[src/rtl/uart_rx.sv]
//-----------------------------------------------------------------------------
// uart_rx
//
// Serial receiver clocked at the bit rate (one uart_clk cycle per line bit,
// one sample per bit). Frame format: start bit (0), DATA_WIDTH data bits
// LSB first, one parity bit, one stop bit (1). Each frame is deserialized,
// parity and stop bit are checked, and the word is offered downstream on a
// valid/ready handshake.
//
// Parameters
//   DATA_WIDTH    data bits per frame (frame is DATA_WIDTH+3 bits long)
//   PARITY_ODD    1 = odd parity, 0 = even parity
//
// Ports
//   uart_clk       in   bit-rate clock
//   rst_n          in   asynchronous active-low reset
//   rx_in          in   serial line, idle high, asynchronous to uart_clk
//   rx_ready       in   consumer takes the word on an edge with rx_valid=1
//   rx_data        out  received word
//   rx_valid       out  rx_data and error flags valid, held until accepted
//   rx_parity_err  out  parity mismatch for the word in rx_data
//   rx_frame_err   out  stop bit sampled 0 for the word in rx_data
//   rx_overrun     out  one-cycle pulse: an unaccepted word was overwritten
//   rx_busy        out  high while a frame is being received
//-----------------------------------------------------------------------------
module uart_rx #(
   parameter int DATA_WIDTH = 8,
   parameter bit PARITY_ODD = 1'b1
) (
   input  logic                  uart_clk,
   input  logic                  rst_n,
   input  logic                  rx_in,
   input  logic                  rx_ready,
   output logic [DATA_WIDTH-1:0] rx_data,
   output logic                  rx_valid,
   output logic                  rx_parity_err,
   output logic                  rx_frame_err,
   output logic                  rx_overrun,
   output logic                  rx_busy
);

   localparam int               CNT_W    = (DATA_WIDTH > 1) ? $clog2(DATA_WIDTH) : 1;
   localparam logic [CNT_W-1:0] LAST_CNT = CNT_W'(DATA_WIDTH - 1);
   localparam logic [CNT_W-1:0] CNT_ONE  = CNT_W'(1);
   localparam logic             PAR_ODD  = PARITY_ODD;

   typedef enum logic [2:0] {
      ST_ARM    = 3'd0,
      ST_IDLE   = 3'd1,
      ST_DATA   = 3'd2,
      ST_PARITY = 3'd3,
      ST_STOP   = 3'd4
   } state_t;

   // True when data ones plus the parity bit disagree with the selected parity.
   function automatic logic parity_bad(input logic acc, input logic par_bit);
      return ((acc ^ par_bit) != PAR_ODD);
   endfunction

   // Synchronizer and its warm-up qualifier
   logic                  sync1_r;
   logic                  sync2_r;
   logic                  rx_s;
   logic [1:0]            warm_r;

   // FSM
   state_t                state_r;
   state_t                state_nx_s;
   logic                  start_s;
   logic                  shift_en_s;
   logic                  par_en_s;
   logic                  done_s;
   logic                  busy_nx_s;

   // Datapath
   logic [CNT_W-1:0]      bit_cnt_r;
   logic [DATA_WIDTH-1:0] shift_r;
   logic                  acc_r;
   logic                  par_err_r;

   // Output registers
   logic [DATA_WIDTH-1:0] rx_data_r;
   logic                  rx_valid_r;
   logic                  rx_parity_err_r;
   logic                  rx_frame_err_r;
   logic                  rx_overrun_r;
   logic                  rx_busy_r;

   assign rx_s          = sync2_r;
   assign rx_data       = rx_data_r;
   assign rx_valid      = rx_valid_r;
   assign rx_parity_err = rx_parity_err_r;
   assign rx_frame_err  = rx_frame_err_r;
   assign rx_overrun    = rx_overrun_r;
   assign rx_busy       = rx_busy_r;

   // Two-flop synchronizer on the asynchronous line, idle-high reset values.
   // warm_r fills with ones over the first two edges after reset; until then
   // rx_s still carries the reset value rather than a real line sample, so
   // ARM must not treat it as evidence of an idle line.
   always_ff @(posedge uart_clk or negedge rst_n) begin
      if (!rst_n) begin
         sync1_r <= 1'b1;
         sync2_r <= 1'b1;
         warm_r  <= 2'b00;
      end else begin
         sync1_r <= rx_in;
         sync2_r <= sync1_r;
         warm_r  <= {warm_r[0], 1'b1};
      end
   end

   // FSM state register.
   always_ff @(posedge uart_clk or negedge rst_n) begin
      if (!rst_n) begin
         state_r <= ST_ARM;
      end else begin
         state_r <= state_nx_s;
      end
   end

   // FSM next-state and per-state datapath strobes.
   always_comb begin
      state_nx_s = state_r;
      start_s    = 1'b0;
      shift_en_s = 1'b0;
      par_en_s   = 1'b0;
      done_s     = 1'b0;
      case (state_r)
         ST_ARM: begin
            // Wait for a genuinely sampled high line before hunting for a
            // start bit, so a reset or break mid-frame cannot fake one.
            if (warm_r[1] && rx_s) begin
               state_nx_s = ST_IDLE;
            end else begin
               state_nx_s = ST_ARM;
            end
         end
         ST_IDLE: begin
            if (!rx_s) begin
               state_nx_s = ST_DATA;
               start_s    = 1'b1;
            end else begin
               state_nx_s = ST_IDLE;
            end
         end
         ST_DATA: begin
            shift_en_s = 1'b1;
            if (bit_cnt_r == LAST_CNT) begin
               state_nx_s = ST_PARITY;
            end else begin
               state_nx_s = ST_DATA;
            end
         end
         ST_PARITY: begin
            par_en_s   = 1'b1;
            state_nx_s = ST_STOP;
         end
         ST_STOP: begin
            done_s = 1'b1;
            // A low stop bit may be the start of a break: re-arm.
            if (rx_s) begin
               state_nx_s = ST_IDLE;
            end else begin
               state_nx_s = ST_ARM;
            end
         end
         default: begin
            state_nx_s = ST_ARM;
         end
      endcase
      busy_nx_s = (state_nx_s == ST_DATA) || (state_nx_s == ST_PARITY) ||
                  (state_nx_s == ST_STOP);
   end

   // Deserializer: bit counter, shift register and running parity.
   always_ff @(posedge uart_clk or negedge rst_n) begin
      if (!rst_n) begin
         bit_cnt_r <= {CNT_W{1'b0}};
         shift_r   <= {DATA_WIDTH{1'b0}};
         acc_r     <= 1'b0;
         par_err_r <= 1'b0;
      end else begin
         if (start_s) begin
            bit_cnt_r <= {CNT_W{1'b0}};
            acc_r     <= 1'b0;
         end else if (shift_en_s) begin
            shift_r[bit_cnt_r] <= rx_s;
            acc_r              <= acc_r ^ rx_s;
            // Return to zero after the last bit instead of counting past it.
            if (bit_cnt_r == LAST_CNT) begin
               bit_cnt_r <= {CNT_W{1'b0}};
            end else begin
               bit_cnt_r <= bit_cnt_r + CNT_ONE;
            end
         end
         if (par_en_s) begin
            par_err_r <= parity_bad(acc_r, rx_s);
         end
      end
   end

   // Output word, flags and valid/ready handshake. A completing frame always
   // wins over an accept on the same edge: the new word is loaded and valid
   // stays high; overrun pulses only if the old word was not being taken.
   always_ff @(posedge uart_clk or negedge rst_n) begin
      if (!rst_n) begin
         rx_data_r       <= {DATA_WIDTH{1'b0}};
         rx_valid_r      <= 1'b0;
         rx_parity_err_r <= 1'b0;
         rx_frame_err_r  <= 1'b0;
         rx_overrun_r    <= 1'b0;
         rx_busy_r       <= 1'b0;
      end else begin
         rx_busy_r <= busy_nx_s;
         if (done_s) begin
            rx_data_r       <= shift_r;
            rx_parity_err_r <= par_err_r;
            rx_frame_err_r  <= ~rx_s;
            rx_valid_r      <= 1'b1;
            rx_overrun_r    <= rx_valid_r & ~rx_ready;
         end else begin
            rx_overrun_r <= 1'b0;
            if (rx_valid_r && rx_ready) begin
               rx_valid_r <= 1'b0;
            end
         end
      end
   end

endmodule

[config.mk]
export PLATFORM = sky130hd
export DESIGN_NAME = uart_rx
export DESIGN_NICKNAME = d
export VERILOG_FILES = /design/src/rtl/uart_rx.sv
export SDC_FILE = /design/constraint.sdc
export NUM_CORES = 1
export LEC_CHECK = 0
export ABC_AREA = 1
export CORE_MARGIN = 4
export CORE_UTILIZATION = 30
export CTS_CLUSTER_DIAMETER = 120
export DETAILED_ROUTE_END_ITERATION = 7
export PLACE_DENSITY = 0.55
export SYNTH_ARGS = -nofsm -noshare
export SYNTH_HDL_FRONTEND = slang
export SYNTH_SLANG_ARGS = --single-unit
[constraint.sdc]
create_clock -name uart_clk -period 1.3 [get_ports uart_clk]
set_input_delay 0.26 -clock uart_clk [delete_from_list [all_inputs] [get_ports uart_clk]]
set_output_delay 0.26 -clock uart_clk [all_outputs]
set_load 0.02 [all_outputs]
==> metrics.yaml, run 1 <==
drv_cap: 0
clock-root-buffer: "clkbuf_8"
synth_top_family_by_area: "simple AND/OR/NAND/NOR gates"
die_h_um: 76.62
hold_violations: 0
seq_power_share_pct: 40.5
grt_max_degree: 34
period_minus_slack_ns: 1.244
drtIter0Drc: 66
crit_path_max_fanout: 2
fin_tns_setup_ns: 0
core_area_um2: 4444
synth_edf_count: 0
setup_viol: 0
netlist_area_um2: 1413
fmax_ghz: 0.8039
synth_cell_types: 18
power_mw: 3.891
crit_type: "reg2out"
rows: 24
fin_hold_ws_ns: 0.3502
ant_nets: 0
synthAdderAreaFrac_pct: 1.771
crit_arrival_ns: 0.98
first_global_vias: 1080
rsz0062_at_grt: "no"
clkSinkCount: 33
gp_congestion: 0.7856
fin_skew_ns: 0.006556
p_clk_share_pct: 25.7
synth_top_area_share_pct: 54.92
antenna_found_initial: 0
cts_max_level: 2
area_growth_pct: 24.98
status: "complete, no violations"
dp_hpwl_um: 1786
cp-end-kind: "output port"
intPower_mw: 2.488
path_buf_inv: 1
power.density_nw_per_um2: 2204
critical-path-top-delay-family: "flip-flops"
hold_path_class: "in2async"
drive_gt1_share_pct: 11.96
cts_tree: "yes"
dieWidth_um: 76.62
ys_seq_area_share_pct: 58.64
grt_pass1_wl_um: 4712
path_cells: "dlygate4sd2_1"
num-nets-final: 189
synthMuxAreaShare_pct: 0
sw_frac_of_total_pct: 36.05
wl_per_cell_um: 11.08
clkTransAtPathRegs_ns: 0.07
p_leak_nw: 0.9527
switchingPower_mw: 1.403
drv_slew: 0
syn_inst: 159
synth_simple_gate_area_share_pct: 31.62
port_buffers: 16
ys_async_sr_fraction_pct: 100.0
grt.overflow.total: 0
die-area_um2: 5871
antenna_cells: 0
vias: 1038
combPwrFrac_pct: 33.8
grt_usage_pct: 10.17
synth_warnings: 0
cts_inserted_buffers: 5
start_util_pct: 31.78
synth_xor_area_share_pct: 0.6200
insertion_delay_ns: 0.28
drt_first_pass_iters: 4
synth_top_area_cell: "dfrtp_1"
max_stage_delay_ns: 0.39
synthesis.nets: 165
synthFlopType: "dfrtp_1"
vdd_drop_max_mv: 0.7912
cts.path.max_buffers: 2
yosys_register_bits: 33
avgSynthCellArea_um2: 8.884
synth_area_leaders: "dfrtp_1, nand2_1, nand3_1, dfstp_2, nor2_1"
postCtsSetupBuffers: 0
wirelength_um: 2616
cp_slowest_cell: "dfrtp_1"
crit_path_start_kind: "flop"
critPathRequiredTime_ns: 1.04
fin_crit_sh_pct: 95.69
viasPerCell: 4.398
synth_compound_gate_area_share_pct: 1.417
drc: 0
ios: 17
[metal layers]
layer | GRT usage, % | share of wire, % | wire length (um) | up-vias
li1 | - | - | - | 542
met1 | 11.15 | 48 | 1260 | 474
met5 | 0 | 0 | 0 | -
met2 | 17.84 | 47 | 1221 | 20
met3 | 3.783 | 4.4 | 115 | 2
met4 | 3.804 | 0.73 | 19 | 0
[logic make-up after synthesis]
| group | after synthesis |
|---|---|
| compound gates | 4 |
| xor+xnor | 1 |
| fa+ha+maj | 2 |
| buf+inv | 14 |
| flops | 33 |
| other cells | 1 |
| simple gates | 104 |
[worst paths after layout]
path | slack, ns | to | depth (start not counted) | start
setup reg to reg | 0.15 | bit_cnt_r[0] | 5 | bit_cnt_r[1]
setup / recovery | 0.06 | rx_data[1] | 1 | rx_data[1]
max in group asynchronous | 0.72 | sync1_r | 2 | rst_n
hold reg to reg | 0.35 | warm_r[1] | 0 | warm_r[0]
min in group uart_clk | 0.35 | warm_r[1] | 0 | warm_r[0]
hold / removal | 0.35 | shift_r[5] | 2 | rst_n
[power by group through the flow]
stage | sequential (mW) | clock (mW) | combinational, mW
after floorplan | 1.73 | 0 | 0.743
after global placement | 1.57 | 0 | 1.39
after detailed placement | 1.60 | 0 | 1.43
after CTS | 1.58 | 1.04 | 1.34
after global routing | 1.63 | 1.07 | 1.50
final | 1.57 | 1.00 | 1.32
[registers in the layout, summed over array words and instances, names as in the netlist, 2 cells and up]
| register | cells |
|---|---|
| warm_r | 2 |
| state_r | 3 |
| bit_cnt_r | 3 |
| shift_r | 8 |
| rx_data | 8 |
[Yosys cell counts, types with 2 or more instances]
library cell / n
nand3_1: 24
ha_1: 2
nor2_4: 2
buf_6: 3
inv_1: 8
dfstp_2: 2
nand2_2: 2
o21ai_0: 3
dfrtp_1: 31
nand2_1: 62
nor2_1: 13
[cells in the final DEF (no fill, tap or decap)]
cell | Yosys | final
ha_1 | 2 | 2
clkbuf_8 | 0 | 6
o21ai_0 | 3 | 3
buf_4 | 1 | 4
clkdlybuf4s50_1 | 0 | 3
dlygate4sd2_1 | 0 | 13
conb_1 | 1 | 1
nand2_2 | 2 | 2
dfrtp_1 | 31 | 31
o21ai_1 | 1 | 1
inv_2 | 1 | 1
buf_12 | 0 | 2
inv_1 | 8 | 8
nor2_4 | 2 | 2
xor2_1 | 1 | 1
bufinv_16 | 0 | 1
dfstp_2 | 2 | 2
clkinvlp_4 | 0 | 1
nand2_1 | 62 | 62
nand3_1 | 24 | 24
nor3_2 | 1 | 1
nor2_1 | 13 | 13
[per-stage QoR]
step	worst slack, ns	instance area [um^2]	util, %	instances
after detailed placement	0.1033	1662	37.39	228
after global routing	0.01397	1765	39.72	236
after CTS	0.04518	1765	39.72	236
after floorplan	0.1902	1413	-	159
after global placement	0.1132	1662	37.39	228
final	0.05604	1765	39.72	236
[area by class of cell]
type | count | area [um^2]
fill | 458 | 2679
sequential | 33 | 828.3
multi-input combinational | 112 | 504.2
timing repair buffer | 22 | 214.0
clock buffer | 6 | 82.58
tap | 52 | 65.06
clock inverter | 2 | 37.54
inverter | 9 | 33.78
[timing repair]
| action | 4_1_cts | 5_1_grt |
|---|---|---|
| resized for setup | 13 | 0 |
| hold buffers | 0 | 0 |
| setup endpoints to repair | 13 | 0 |
Note: power is estimated with default switching activity, not from simulation.
==> inputs of run 2 (changes only) <==
--- a/config.mk
+++ b/config.mk
@@ -10,6 +10,7 @@
 export CORE_UTILIZATION = 30
 export CTS_CLUSTER_DIAMETER = 120
 export DETAILED_ROUTE_END_ITERATION = 7
+export GPL_TIMING_DRIVEN = 0
 export PLACE_DENSITY = 0.55
 export SYNTH_ARGS = -nofsm -noshare
 export SYNTH_HDL_FRONTEND = slang
==> run 2 against run 1 <==
  * Sequential share of layout area up 1.4 points
  * Wire length shrank 3.3%
  * Die area unchanged
  * Register-to-register slack worse by 0.05 ns
  * Core utilization decreased by 1.1 points
  * Final area decreased by 2.8%
  * Sequential power is essentially flat
  * Via count rose by 2.6%
  * Count of clock-buffer cells in the layout unchanged
  * Global-route usage decreased by 0.23 points
  * Critical endpoint is now rx_data[6]
==> metrics.yaml, run 2 (same netlist as run 1, synthesis figures left out) <==
setup_ws_ns: 0.05313  # was 0.05604 ns
viasPerCell: 4.494  # was 4.398
drv_cap: 0  # unchanged
power_mw: 3.621  # was 3.891 mW
r2r_start: "bit_cnt_r[0]"  # was bit_cnt_r[1]
reg2reg_to: "bit_cnt_r[0]"  # unchanged
rsz0062_at_grt: "no"  # unchanged
max_stage_delay_ns: 0.39  # about the same
path_buf_inv: 1  # unchanged
antenna_cells: 0  # unchanged
cts_inserted_buffers: 5  # unchanged
num-fill-cells: 490  # was 458
hold_path_class: "in2async"  # unchanged
grt.overflow.total: 0  # unchanged
clkTransAtPathRegs_ns: 0.06  # was 0.07 ns
cts_max_level: 2  # unchanged
fin_crit_sh_pct: 95.91  # was 95.69%
power.density_nw_per_um2: 2111  # was 2204 nW/um^2
fin_tns_setup_ns: 0  # unchanged
period_minus_slack_ns: 1.247  # was 1.244 ns
die_h_um: 76.62  # unchanged
wirelength_um: 2529  # was 2616 um
crit_path_max_fanout: 2  # unchanged
critical-path-top-delay-family: "flip-flops"  # unchanged
crit_type: "reg2out"  # unchanged
crit_path_start_kind: "flop"  # unchanged
core_area_um2: 4444  # unchanged
status: "complete, no violations"  # unchanged
r2r_cells: 5  # unchanged
mostFrequentLayoutCell: "nand2_1"  # unchanged
start_util_pct: 31.78  # unchanged
cts_hold_buf: 0  # unchanged
pre_cts_slack_ns: 0.07079  # was 0.1033 ns
setup_viol: 0  # unchanged
grt_pass1_wl_um: 4671  # was 4712 um
vias: 1065  # was 1038
fin_skew_ns: 0.004734  # was 0.006556 ns
rows: 24  # unchanged
critPathRequiredTime_ns: 1.04  # about the same
drv_slew: 0  # unchanged
num-nets-final: 190  # was 189
path_cells: "dlygate4sd2_1"  # unchanged
final_cell_mix: "nand2_1, dfrtp_1, nand3_1"  # unchanged
cts_tree: "yes"  # unchanged
crit_arrival_ns: 0.99  # was 0.98 ns
ios: 17  # unchanged
r2r_setup_slack_ns: 0.10  # was 0.15 ns
antenna_found_initial: 0  # unchanged
tightestPinTransition_ns: 0.7037
dieWidth_um: 76.62  # unchanged
drive_gt1_share_pct: 12.97  # was 11.96%
cp-end-kind: "output port"  # unchanged
hold_violations: 0  # unchanged
first_global_vias: 1104  # was 1080
cp_slowest_cell: "dfrtp_1"  # unchanged
seq_area_um2: 829.5  # was 828.3 um^2
die-area_um2: 5871  # unchanged
drc: 0  # unchanged
insertion_delay_ns: 0.28  # about the same
ant_nets: 0  # unchanged
multi_input_area_um2: 504.2  # unchanged
vdd_drop_max_mv: 0.8056  # was 0.7912 mV
drt_first_pass_iters: 4  # unchanged
gp_congestion: 0.7899  # was 0.7856
fmax_ghz: 0.8020  # was 0.8039 GHz
relSlewSlack_pct: 53.09
p_leak_nw: 0.9380  # was 0.9527 nW
dp_hpwl_um: 1771  # was 1786 um
area_growth_pct: 21.44  # was 24.98%
clock-root-buffer: "clkbuf_8"  # unchanged
port_buffers: 16  # unchanged
grt_max_degree: 34  # unchanged
grt_usage_pct: 9.948  # was 10.17%
drtIter0Drc: 47  # was 66
cts.path.max_buffers: 2  # unchanged
wl_per_cell_um: 10.67  # was 11.08 um
clkSinkCount: 33  # unchanged
==> run 2: cell types whose count changed in the layout (fill, tap and decap cells not counted), sizes merged <==
| cell | before | now |
|---|---|---|
| buf | 6 | 8 |
| clkinv | 0 | 2 |
| bufinv | 1 | 0 |
| clkdlybuf4s50 | 3 | 2 |
| clkinvlp | 1 | 0 |
==> run 2: how the worst max path moves through the flow <==
stage,start,endpoint,slack [ns],cells after the start
after floorplan,bit_cnt_r[0],bit_cnt_r[2],0.19,4
after global placement,rst_n,rx_busy,-0.66,1
after detailed placement,state_r[1],rx_data[3],0.07,5
after CTS,rx_data[6],rx_data[6],0.05,1
after global routing,rx_data[1],rx_data[1],0.03,1
final,rx_data[6],rx_data[6],0.05,1
==> run 2: final cells by class <==
type | instances | share of cell area [%]
Inverter | 9 | 1.969
Timing Repair Buffer | 18 | 8.972
Clock buffer | 6 | 4.230
Buffer | 5 | 2.699
Clock inverter | 2 | 0.5835
Tap cell | 52 | 3.793
Multi-Input combinational cell | 112 | 29.39
Sequential cell | 33 | 48.36
==> run 2: worst reg2reg max path: stages, from the launching register on <==
cell	delay, ns
dfrtp_2	0.46
ha_1	0.22
ha_1	0.20
nor2_1	0.10
nand3_1	0.08
nand2_1	0.07
==> run 2: power breakdown <==
group	switching (mW)	internal, mW	leakage [nW]
clock network	0.358	0.370	0.0450
registers	0.234	1.36	0.428
logic	0.787	0.514	0.465
total	1.38	2.24	0.938
==> run 2: metrics by stage <==
| stage | utilization [%] | area (um^2) | hold slack [ns] | cells |
|---|---|---|---|---|
| after floorplan | - | 1413 | -0.03559 | 159 |
| final | 38.60 | 1715 | 0.02289 | 237 |
| after global routing | 38.60 | 1715 | 0.08943 | 237 |
| after CTS | 38.23 | 1699 | 0.05262 | 235 |
| after detailed placement | 36.74 | 1633 | 0.3347 | 227 |
| after global placement | 36.85 | 1638 | 0.3354 | 227 |
==> run 2: routing by layer <==
layer,GRT usage (%),up-vias,share of wire [%]
met5,0,-,0
met4,5.254,0,1.9
met3,3.546,7,5.2
met2,16.43,26,45
met1,11.22,486,48
li1,-,546,-
==> run 2: repair_timing <==
item                                    CTS  global route
gates resized for setup                  13             1
endpoints found under the hold margin     0             0
pin swaps                                 0             1
endpoints found under the setup margin   13            11
setup buffers                             0             2
